$ cat config.mk
export PLATFORM = sky130hd
export DESIGN_NAME = ysyx_22041211_exu
export DESIGN_NICKNAME = d
export VERILOG_FILES = /design/src/rtl/ysyx_22041211_exu_pkg.sv /design/src/rtl/ysyx_22041211_exu_alu.sv /design/src/rtl/ysyx_22041211_exu.sv
export SDC_FILE = /design/constraint.sdc
export NUM_CORES = 1
export LEC_CHECK = 0
export BUFFER_PORTS_ARGS = -buffer_cell sky130_fd_sc_hd__buf_4
export CAP_MARGIN = 10
export CORE_AREA = 2 2 256 258
export DETAILED_ROUTE_END_ITERATION = 8
export DIE_AREA = 0 0 258 260
export MAX_ROUTING_LAYER = met4
export PLACE_DENSITY = 0.54
export RECOVER_POWER = 50
export SLEW_MARGIN = 20
export SYNTH_ARGS = -nofsm -noshare
export SYNTH_HDL_FRONTEND = slang
export SYNTH_SLANG_ARGS = --single-unit
$ cat constraint.sdc
create_clock -name clk -period 1.35 [get_ports clk]
set_input_delay 0.0675 -clock clk [delete_from_list [all_inputs] [get_ports clk]]
set_output_delay 0.0675 -clock clk [all_outputs]
set_load 0.01 [all_outputs]
$ cat src/rtl/ysyx_22041211_exu_pkg.sv
// rtl/ysyx_22041211_exu_pkg.sv - ALU, operand-select, branch and FSM codes shared by the EXU and its ALU
package ysyx_22041211_exu_pkg;

    localparam int REG_ADDR_W = 5;
    localparam int MEM_OP_W   = 4;

    typedef enum logic [3:0] {
        ALU_OP_ADD           = 4'd0,
        ALU_OP_SUB           = 4'd1,
        ALU_OP_AND           = 4'd2,
        ALU_OP_OR            = 4'd3,
        ALU_OP_XOR           = 4'd4,
        ALU_OP_SLL           = 4'd5,
        ALU_OP_SRL           = 4'd6,
        ALU_OP_SRA           = 4'd7,
        ALU_OP_LESS_SIGNED   = 4'd8,
        ALU_OP_LESS_UNSIGNED = 4'd9
    } alu_op_e;

    typedef enum logic [1:0] {
        SRC1_RS1  = 2'd0,
        SRC1_PC   = 2'd1,
        SRC1_ZERO = 2'd2
    } src1_sel_e;

    typedef enum logic [1:0] {
        SRC2_RS2  = 2'd0,
        SRC2_IMM  = 2'd1,
        SRC2_FOUR = 2'd2
    } src2_sel_e;

    typedef enum logic [3:0] {
        BR_NONE = 4'd0,
        BR_BEQ  = 4'd1,
        BR_BNE  = 4'd2,
        BR_BLT  = 4'd3,
        BR_BGE  = 4'd4,
        BR_BLTU = 4'd5,
        BR_BGEU = 4'd6,
        BR_JAL  = 4'd7,
        BR_JALR = 4'd8
    } br_type_e;

    typedef enum logic {
        EXU_EMPTY = 1'b0,
        EXU_FULL  = 1'b1
    } exu_state_e;

endpackage

$ cat src/rtl/ysyx_22041211_exu_alu.sv
// rtl/ysyx_22041211_exu_alu.sv - combinational ALU with zero and less-than flags for branch resolution
module ysyx_22041211_ALU
    import ysyx_22041211_exu_pkg::*;
#(
    parameter int DATA_LEN = 32
) (
    input  logic [DATA_LEN-1:0] alu_a_i,
    input  logic [DATA_LEN-1:0] alu_b_i,
    input  logic [3:0]          alu_ctrl_i,
    output logic [DATA_LEN-1:0] alu_result_o,
    output logic                alu_zero_o,
    output logic                alu_less_o
);

    localparam int SHAMT_W = $clog2(DATA_LEN);

    logic [SHAMT_W-1:0] shamt;
    logic               less_signed;
    logic               less_unsigned;

    assign shamt         = alu_b_i[SHAMT_W-1:0];
    assign less_signed   = $signed(alu_a_i) < $signed(alu_b_i);
    assign less_unsigned = alu_a_i < alu_b_i;

    // The less flag follows the requested signedness so BLTU/BGEU reuse the same wire.
    assign alu_less_o = (alu_ctrl_i == ALU_OP_LESS_UNSIGNED) ? less_unsigned : less_signed;
    assign alu_zero_o = (alu_result_o == '0);

    always_comb begin
        alu_result_o = '0;
        case (alu_ctrl_i)
            ALU_OP_ADD:           alu_result_o = alu_a_i + alu_b_i;
            ALU_OP_SUB:           alu_result_o = alu_a_i - alu_b_i;
            ALU_OP_AND:           alu_result_o = alu_a_i & alu_b_i;
            ALU_OP_OR:            alu_result_o = alu_a_i | alu_b_i;
            ALU_OP_XOR:           alu_result_o = alu_a_i ^ alu_b_i;
            ALU_OP_SLL:           alu_result_o = alu_a_i << shamt;
            ALU_OP_SRL:           alu_result_o = alu_a_i >> shamt;
            ALU_OP_SRA:           alu_result_o = DATA_LEN'($signed(alu_a_i) >>> shamt);
            ALU_OP_LESS_SIGNED:   alu_result_o = {{(DATA_LEN-1){1'b0}}, less_signed};
            ALU_OP_LESS_UNSIGNED: alu_result_o = {{(DATA_LEN-1){1'b0}}, less_unsigned};
            default:              alu_result_o = '0;
        endcase
    end

endmodule

$ cat src/rtl/ysyx_22041211_exu.sv
// rtl/ysyx_22041211_exu.sv - execute stage with one-entry output register; YSYX_22041211_EXU_PERF_EN adds perf counters
module ysyx_22041211_exu
    import ysyx_22041211_exu_pkg::*;
#(
    parameter int DATA_LEN = 32
) (
    input  logic                  clk,
    input  logic                  rst_n,
    input  logic                  idu_valid_i,
    output logic                  exu_ready_o,
    input  logic [DATA_LEN-1:0]   pc_i,
    input  logic [DATA_LEN-1:0]   rs1_i,
    input  logic [DATA_LEN-1:0]   rs2_i,
    input  logic [DATA_LEN-1:0]   imm_i,
    input  logic [3:0]            alu_ctrl_i,
    input  logic [1:0]            src1_sel_i,
    input  logic [1:0]            src2_sel_i,
    input  logic [3:0]            br_type_i,
    input  logic [REG_ADDR_W-1:0] rd_i,
    input  logic                  wen_i,
    input  logic [MEM_OP_W-1:0]   mem_op_i,
    output logic                  exu_valid_o,
    input  logic                  lsu_ready_i,
    output logic [DATA_LEN-1:0]   result_o,
    output logic [DATA_LEN-1:0]   store_data_o,
    output logic [REG_ADDR_W-1:0] rd_o,
    output logic                  wen_o,
    output logic [MEM_OP_W-1:0]   mem_op_o,
    output logic                  redirect_o,
    output logic [DATA_LEN-1:0]   redirect_pc_o
`ifdef YSYX_22041211_EXU_PERF_EN
    ,
    output logic [31:0]           perf_stall_o,
    output logic [31:0]           perf_taken_o
`endif
);

    typedef struct packed {
        logic [DATA_LEN-1:0]   result;
        logic [DATA_LEN-1:0]   store_data;
        logic [REG_ADDR_W-1:0] rd;
        logic                  wen;
        logic [MEM_OP_W-1:0]   mem_op;
        logic [DATA_LEN-1:0]   redirect_pc;
    } exu_entry_t;

    exu_state_e          state_q, state_d;
    exu_entry_t          entry_q, entry_d;
    logic                redirect_q, redirect_d;

    logic                accept;
    logic [DATA_LEN-1:0] src1, src2;
    logic [DATA_LEN-1:0] alu_result;
    logic                alu_zero, alu_less;
    logic                taken;
    logic [DATA_LEN-1:0] br_target, jalr_sum, target;

    assign exu_valid_o = (state_q == EXU_FULL);
    assign exu_ready_o = !exu_valid_o || lsu_ready_i;
    assign accept      = idu_valid_i && exu_ready_o;

    always_comb begin
        src1 = '0;
        case (src1_sel_i)
            SRC1_RS1: src1 = rs1_i;
            SRC1_PC:  src1 = pc_i;
            default:  src1 = '0;
        endcase
        src2 = '0;
        case (src2_sel_i)
            SRC2_RS2:  src2 = rs2_i;
            SRC2_IMM:  src2 = imm_i;
            SRC2_FOUR: src2 = DATA_LEN'(4);
            default:   src2 = '0;
        endcase
    end

    ysyx_22041211_ALU #(
        .DATA_LEN (DATA_LEN)
    ) u_alu (
        .alu_a_i      (src1),
        .alu_b_i      (src2),
        .alu_ctrl_i   (alu_ctrl_i),
        .alu_result_o (alu_result),
        .alu_zero_o   (alu_zero),
        .alu_less_o   (alu_less)
    );

    // Targets use their own adders so the ALU stays free to produce pc+4 for links.
    assign br_target = pc_i + imm_i;
    assign jalr_sum  = rs1_i + imm_i;
    assign target    = (br_type_i == BR_JALR) ? {jalr_sum[DATA_LEN-1:1], 1'b0} : br_target;

    always_comb begin
        taken = 1'b0;
        case (br_type_i)
            BR_BEQ:           taken = alu_zero;
            BR_BNE:           taken = !alu_zero;
            BR_BLT, BR_BLTU:  taken = alu_less;
            BR_BGE, BR_BGEU:  taken = !alu_less;
            BR_JAL, BR_JALR:  taken = 1'b1;
            default:          taken = 1'b0;
        endcase
    end

    always_comb begin
        state_d    = state_q;
        entry_d    = entry_q;
        redirect_d = 1'b0;
        if (accept) begin
            state_d             = EXU_FULL;
            entry_d.result      = alu_result;
            entry_d.store_data  = rs2_i;
            entry_d.rd          = rd_i;
            entry_d.wen         = wen_i;
            entry_d.mem_op      = mem_op_i;
            entry_d.redirect_pc = target;
            redirect_d          = taken;
        end else if (state_q == EXU_FULL && lsu_ready_i) begin
            state_d = EXU_EMPTY;
        end
    end

    always_ff @(posedge clk or negedge rst_n) begin
        if (!rst_n) begin
            state_q    <= EXU_EMPTY;
            entry_q    <= '0;
            redirect_q <= 1'b0;
        end else begin
            state_q    <= state_d;
            entry_q    <= entry_d;
            redirect_q <= redirect_d;
        end
    end

    assign result_o      = entry_q.result;
    assign store_data_o  = entry_q.store_data;
    assign rd_o          = entry_q.rd;
    assign wen_o         = entry_q.wen;
    assign mem_op_o      = entry_q.mem_op;
    assign redirect_o    = redirect_q;
    assign redirect_pc_o = entry_q.redirect_pc;

`ifdef YSYX_22041211_EXU_PERF_EN
    logic [31:0] perf_stall_q, perf_stall_d;
    logic [31:0] perf_taken_q, perf_taken_d;

    always_comb begin
        perf_stall_d = perf_stall_q;
        perf_taken_d = perf_taken_q;
        if (exu_valid_o && !lsu_ready_i && perf_stall_q != 32'hFFFF_FFFF) begin
            perf_stall_d = perf_stall_q + 32'd1;
        end
        if (redirect_q && perf_taken_q != 32'hFFFF_FFFF) begin
            perf_taken_d = perf_taken_q + 32'd1;
        end
    end

    always_ff @(posedge clk or negedge rst_n) begin
        if (!rst_n) begin
            perf_stall_q <= '0;
            perf_taken_q <= '0;
        end else begin
            perf_stall_q <= perf_stall_d;
            perf_taken_q <= perf_taken_d;
        end
    end

    assign perf_stall_o = perf_stall_q;
    assign perf_taken_o = perf_taken_q;
`endif

endmodule

==> Yosys cells after proc, flatten, opt, wreduce, memory -nomap -nowiden <==
Cells that the tools add are included.
{ "totals": {"register_bits": 108, "inputBits": 154, "output_inout_bits": 109, "wordCells": 63} }
{ "classes": {"n_addsub": 4, "order_cmp": 2, "eq_ne": 20, "shift": 3, "mux": 9, "bitwise_logic": 3, "n_reduce_logical": 14} }
{ "ops": {"columns": ["op", "count"], "rows": [
  ["32-bit one-hot mux with 10 select lines", 1],
  ["32-bit adder", 3],
  ["32-bit one-hot mux with 3 select lines", 1],
  ["32-bit < comparator", 2],
  ["32-bit one-hot mux with 2 select lines", 1],
  ["32-bit AND", 1],
  ["4-bit by 3-bit equality test with 1-bit output (second input constant)", 8],
  ["32-bit zero test", 1],
  ["32-bit two-way mux", 1],
  ["32-bit OR", 1],
  ["32-bit by 5-bit left shift with 32-bit output", 1],
  ["32-bit by 5-bit right shift with 32-bit output", 1],
  ["32-bit by 5-bit >>> shifter with 32-bit output", 1],
  ["32-bit subtractor", 1],
  ["32-bit XOR", 1],
  ["4-bit by 2-bit equality test with 1-bit output (second input constant)", 4],
  ["4-bit equality test (second input constant)", 3],
  ["4-bit by 1-bit equality test with 1-bit output (second input constant)", 2],
  ["2-bit OR reduction", 3],
  ["1-bit one-hot mux with 5 select lines", 1],
  ["2-bit by 1-bit equality test with 1-bit output (second input constant)", 2],
  ["2-bit zero test", 2],
  ["4-bit zero test", 1],
  ["1-bit two-way mux", 4],
  ["other kinds (5)", 8]
]} }

==> Logic depth before layout (Yosys ltp) <==
{ "logic_depth": {"depth_word": 8, "depth_mapped": 21, "ltp_nobuf": 18} }

==> By module <==
Synthesis repeated with hierarchy kept, for this count alone.
{ "unflattened": {"cells_unflattened": 2540, "hier_area_um2": 18844.3} }
{ "by_module_without_submodules": {"columns": ["module", "n_inst", "cells_per_inst", "area_per_inst_um2", "seq_area_each_um2"], "rows": [
  ["ysyx_22041211_ALU", 1, 1466, 10457.5, 0.0],
  ["ysyx_22041211_exu", 1, 1074, 8386.8, 2702.6]
]} }

==> Least setup slack after synthesis <==
OpenSTA, ideal clock, no wires.
{ "synth_path": {"path_kind": "input to register", "start": "in src2_sel_i[0]", "end": "reg redirect_q (netlist: redirect_o)", "setup_ps": 125, "arrival_time_ps": 4894, "required_time_ps": 1225, "slack_ps": -3670, "path_stages": 20, "path_buffers": 6, "path_cell_list": "buf_6 buf_2 buf_1 buf_1 mux2i_1 or2_2 ha_1 buf_2 or3_1 clkbuf_1 a211o_1 a22o_1 a311o_1 o21a_1 a221o_1 a21o_1 nor3_1 and4_1 nand3_1 mux2_4"} }
{ "synth_via": {"elab_chain_len": 8, "elab_cells_between_ends": 21, "cone_classes": "add/sub: 2; order compare: 2; eq/ne: 2; shift: 3; mux: 5; bitwise: 3; reduce/logical: 4"} }
{ "synth_lines": {"columns": ["element", "line_no", "rtl"], "rows": [
  ["start: declaration", "ysyx_22041211_exu.sv:17", "input logic [1:0] src2_sel_i,"],
  ["2-bit equality test (tied with other cells)", "ysyx_22041211_exu.sv:70", "case (src2_sel_i)"],
  ["32-bit one-hot mux with 3 select lines (*)", "ysyx_22041211_exu.sv:70", null],
  ["32-bit subtractor (tied with other cells)", "ysyx_22041211_exu_alu.sv:33", "ALU_OP_SUB: alu_result_o = alu_a_i - alu_b_i;"],
  ["32-bit one-hot mux with 10 select lines", "ysyx_22041211_exu_alu.sv:31", "case (alu_ctrl_i)"],
  ["32-bit zero test", "ysyx_22041211_exu_alu.sv:27", "assign alu_zero_o = (alu_result_o == '0);"],
  ["1-bit zero test", "ysyx_22041211_exu.sv:98", "BR_BNE: taken = !alu_zero;"],
  ["1-bit one-hot mux with 5 select lines (*)", "ysyx_22041211_exu.sv:96", "case (br_type_i)"],
  ["1-bit two-way mux (*)", "ysyx_22041211_exu.sv:110", "if (accept) begin"],
  ["named net redirect_d", "ysyx_22041211_exu.sv:49", "logic redirect_q, redirect_d;"],
  ["end signal: assignment", "ysyx_22041211_exu.sv:132", "redirect_q <= redirect_d;"],
  ["end: declaration", "ysyx_22041211_exu.sv:49", null]
]} }
Mark *: on every way through the listed nets, which the timed path passes. The rest lies on a longest branch.
A chain may end at the register's enable or synchronous reset.

==> Worst setup path after layout <==
Same ends and word-level chain as after synthesis.

==> impl_summary.txt <==
----------------------------------------------------
[Drt]
  Total number of vias ... 28,114
  Number of nets with antenna violations after detailed routing ... 0
  Iteration-0 DRC count of the detailed router ... 2,698
  DRT Pass-1 Iters ... 5
  Vias per cell ... 5.81
  DRC viols ... 0
  Final wirelength ... 138 mm
  Detailed-route wire length per cell ... 28.5 um

[Floorplan]
  DIE WIDTH ... 258 um
  Core area ... 0.0641 mm2
  Number of primary I/O pins ... 263
  Die Area ... 0.0671 mm2
  Initial Util ... 28.8%
  Floorplan row count ... 93
  Die Y-Extent ... 260 um

[Final layout]
  Footprint of the multi-input gates ... 0.0178 mm2
  Area occupied by registers ... 0.00270 mm2
  Fill cells ... 6,121
  Synthesis-to-layout area growth ... 87.1%
  Number of nets in the layout ... 4,291
  Post-route non-filler standard cell count ... 4,837
  Fraction of final layout cells sized beyond drive strength 1 ... 49.4%

[Logic synthesis]
  Synthesized instance count ... 2,635
  Register bit count reported by yosys ... 108
  YS warnings ... 0
  Leading register cell type out of synthesis ... dfrtp_1
  Share of flip-flops with an asynchronous set or reset ... 100%
  Number of different library cells in the post-synthesis netlist ... 96
  Count of flip-flops with a built-in enable after synthesis ... 0
  Mapped Area ... 0.0184 mm2
  Synthesized area per cell ... 7.00 um2
  Post-synthesis sequential area ratio ... 14.7%
  Mapped Nets ... 2,951

[Global route]
  Met2 usage ... 64.3%
  GRT Max-Usage Layer ... met2
  Via count of the first global-routing pass ... 28,147
  Antenna violations before repair ... 2
  Met1 Usage GRT ... 51.6%
  Pin count of the biggest net entering global routing ... 63
  GR Util All Layers ... 41.0%
  First-pass GRT wire length ... 196 mm
  GR Layer Usage met3 ... 5.22%
  Overflow after GRT ... 0

[Worst setup path]
  Slowest stage cell on the critical path ... or4_4
  Cell type with the highest occurrence count on the critical path ... buf_12
  Sequence of cells on the critical path ... buf_12, buf_12, buf_12, mux2i_1, or2_4, ha_4, buf_6, nor2_4, a2111oi_4, buf_4, a211o_1, buf_4, a221o_1, a21oi_2, a221oi_2, o221ai_4, or4_4, nor3_4, nand3_2, mux2_4
  Type of the worst setup path ... in2reg
  Required time at the worst-slack endpoint ... 1.63 ns
  Top Family by Delay on Critical Path ... compound AO/OA/AOI/OAI gates
  Crit end category ... register
  Critical path data arrival time ... 4.23 ns
  Number of buffer and inverter instances along the worst setup path ... 6
  Stage delay of the slowest cell on the critical path ... 0.47 ns
  Largest fanout on the critical path ... 8
  Kind of launch point of the worst setup path ... input port

[Placement]
  Count of port buffers added during placement ... 262
  Total placed cells including tap cells ... 4,693
  Weighted congestion at the end of routability-driven global placement ... 1.04
  Placed wire-length estimate after detailed placement ... 113 mm
  Post-placement setup slack ... -3.46 ns

[Status]
  Violations in the final reports ... setup timing
  Status ... complete, but fails checks

[Power and ir drop]
  Static leakage ... 15.9 nW
  Power Density ... 717 mW/mm2
  Worst vdd ir ... 0.000637 V

[Clocking]
  Clock latency on the worst-skew pair ... 0.39 ns
  Clock tree root buffer cell ... clkbuf_16
  Clock-pin transition on the worst setup and hold timing paths ... 0.09 ns
  CTS max path bufs ... 2
  CTS buffer count ... 9
  CTS Sinks ... 108
  H-tree level count ... 3
  TritonCTS clock tree ... done

[Run]
  Max_cap viols ... 0

[STA]
  Relative slew margins ... 32.7%
  Highest clock rate ... 0.253 GHz
  Number of failing hold endpoints at the final stage ... 0
  Setup Viol. Count Final ... 96
  Time the final worst path needs with I/O delays and setup ... 3.95 ns
  Final-report max-slew violation count ... 0
  Tightest Pin Transition ... 1.01 ns
  Clock skew ... 0.00749 ns
  Fin worst setup slack ... -2.60 ns
  Setup TNS Final ... -82.25 ns
  RSZ-0062 raised after global routing ... yes
  Post-route clock period utilization ... 293%

[Hold path]
  Hold Path Class ... in2reg

----------------------------------------------------
## per-stage QoR
stage / total power [mW] / cell area, um2 / hold WS [ns] / utilization (%)
after floorplan: 10.6 / 19400 / -0.228 / -
after global placement: 19.1 / 30300 / 0.0995 / 47.2
after detailed placement: 19.2 / 30300 / 0.0988 / 47.2
after CTS: 23.9 / 33800 / 0.00367 / 52.7
after global routing: 25.8 / 34500 / 0.0393 / 53.8
final: 24.7 / 34500 / 0.0270 / 53.8
## final cells by class
class,count,area share (%)
clock buffers,9,0.653
diodes,2,0.0145
multi-input cells,2246,51.6
flip-flops and latches,108,7.84
inverters,110,1.30
well taps,855,3.10
repair buffers,1500,35.3
clock inverters,7,0.221
## kinds of logic (layout without fill, tap and decap cells)
logic type | count (synthesis) | after routing | synth area share [%]
buffers and inverters | 281 | 1626 | 6.28
muxes | 116 | 116 | 7.06
DFF | 108 | 108 | 14.7
other | 0 | 2 | 0
xor gates and xnor gates | 65 | 65 | 3.09
AOI/OAI and AO/OA | 900 | 900 | 32.7
and+or+nand+nor | 1003 | 1003 | 25.1
adders and majority gates | 162 | 162 | 11.2
## registers in the layout, indices dropped and copies added (netlist names)
name,count
exu_valid_o,1
store_data_o,32
wen_o,1
rd_o,5
redirect_pc_o,32
mem_op_o,4
redirect_o,1
result_o,32
## cell usage in the layout (no fill, tap or decap), drive strengths merged, types with 47 or more instances in the layout
cell type	count
o22ai	47
o21ai	168
nand2	405
dfrtp	108
ha	158
inv	110
mux2i	99
buf	1437
nor3	69
nand3	59
a211oi	67
xnor2	52
a21oi	217
nor2	230
## power breakdown
group	internal (mW)	total, mW	switching, mW
clock network	1.33	2.96	1.62
registers	3.79	4.16	0.372
logic	8.18	17.6	9.45
## layer usage
layer,routed length (um),up-vias
met1,57300,13851
met4,8080,0
met3,10200,346
met5,0,-
met2,62100,1424
li1,-,12493
## synth_stat cells (all sizes together) (26+ instances only)
cell type    n  area, um2
nand2      405       1520
nor2       230        873
a21oi      217       1090
o21ai      168        845
ha         158       1980
dfrtp      108       2700
inv        107        402
clkbuf     101        379
mux2i       99       1020
buf         70        365
nor3        69        345
a211oi      67        503
nand3       59        295
xnor2       52        455
o22ai       47        294
nor4        44        288
o211ai      41        313
a31oi       36        225
or2         36        225
a21o        35        263
nand2b      30        188
nand4       29        188
a22oi       26        195
## worst paths after layout
kind,startpoint,endpoint,slack [ns],depth (start not counted)
min reg2reg,rd_o[1],rd_o[1],0.48,2
min in group asynchronous,rst_n,redirect_pc_o[30],0.36,3
max,src2_sel_i[0],redirect_o,-2.60,20
max reg2reg,exu_valid_o,result_o[4],-0.21,5
max in group asynchronous,rst_n,store_data_o[4],0.18,3
min,rs2_i[0],store_data_o[0],0.03,4
## worst reg2reg max path: cells and delay by family (launching register included)
kind                   cells  cell delay, ns
and+or+nand+nor            3            0.59
DFF                        1            0.39
AOI/OAI and AO/OA          1            0.27
buffers and inverters      1            0.21
## repair_timing
action                                 4_1_cts  5_1_grt
setup buffers                               78       24
hold buffers                                40        0
endpoints found under the hold margin      147        0
pin swaps                                  156      116
setup endpoints to repair                   98       94
gates cloned                                 2        0
gates resized for setup                    474      140
Power figures use the tool's default switching activity.
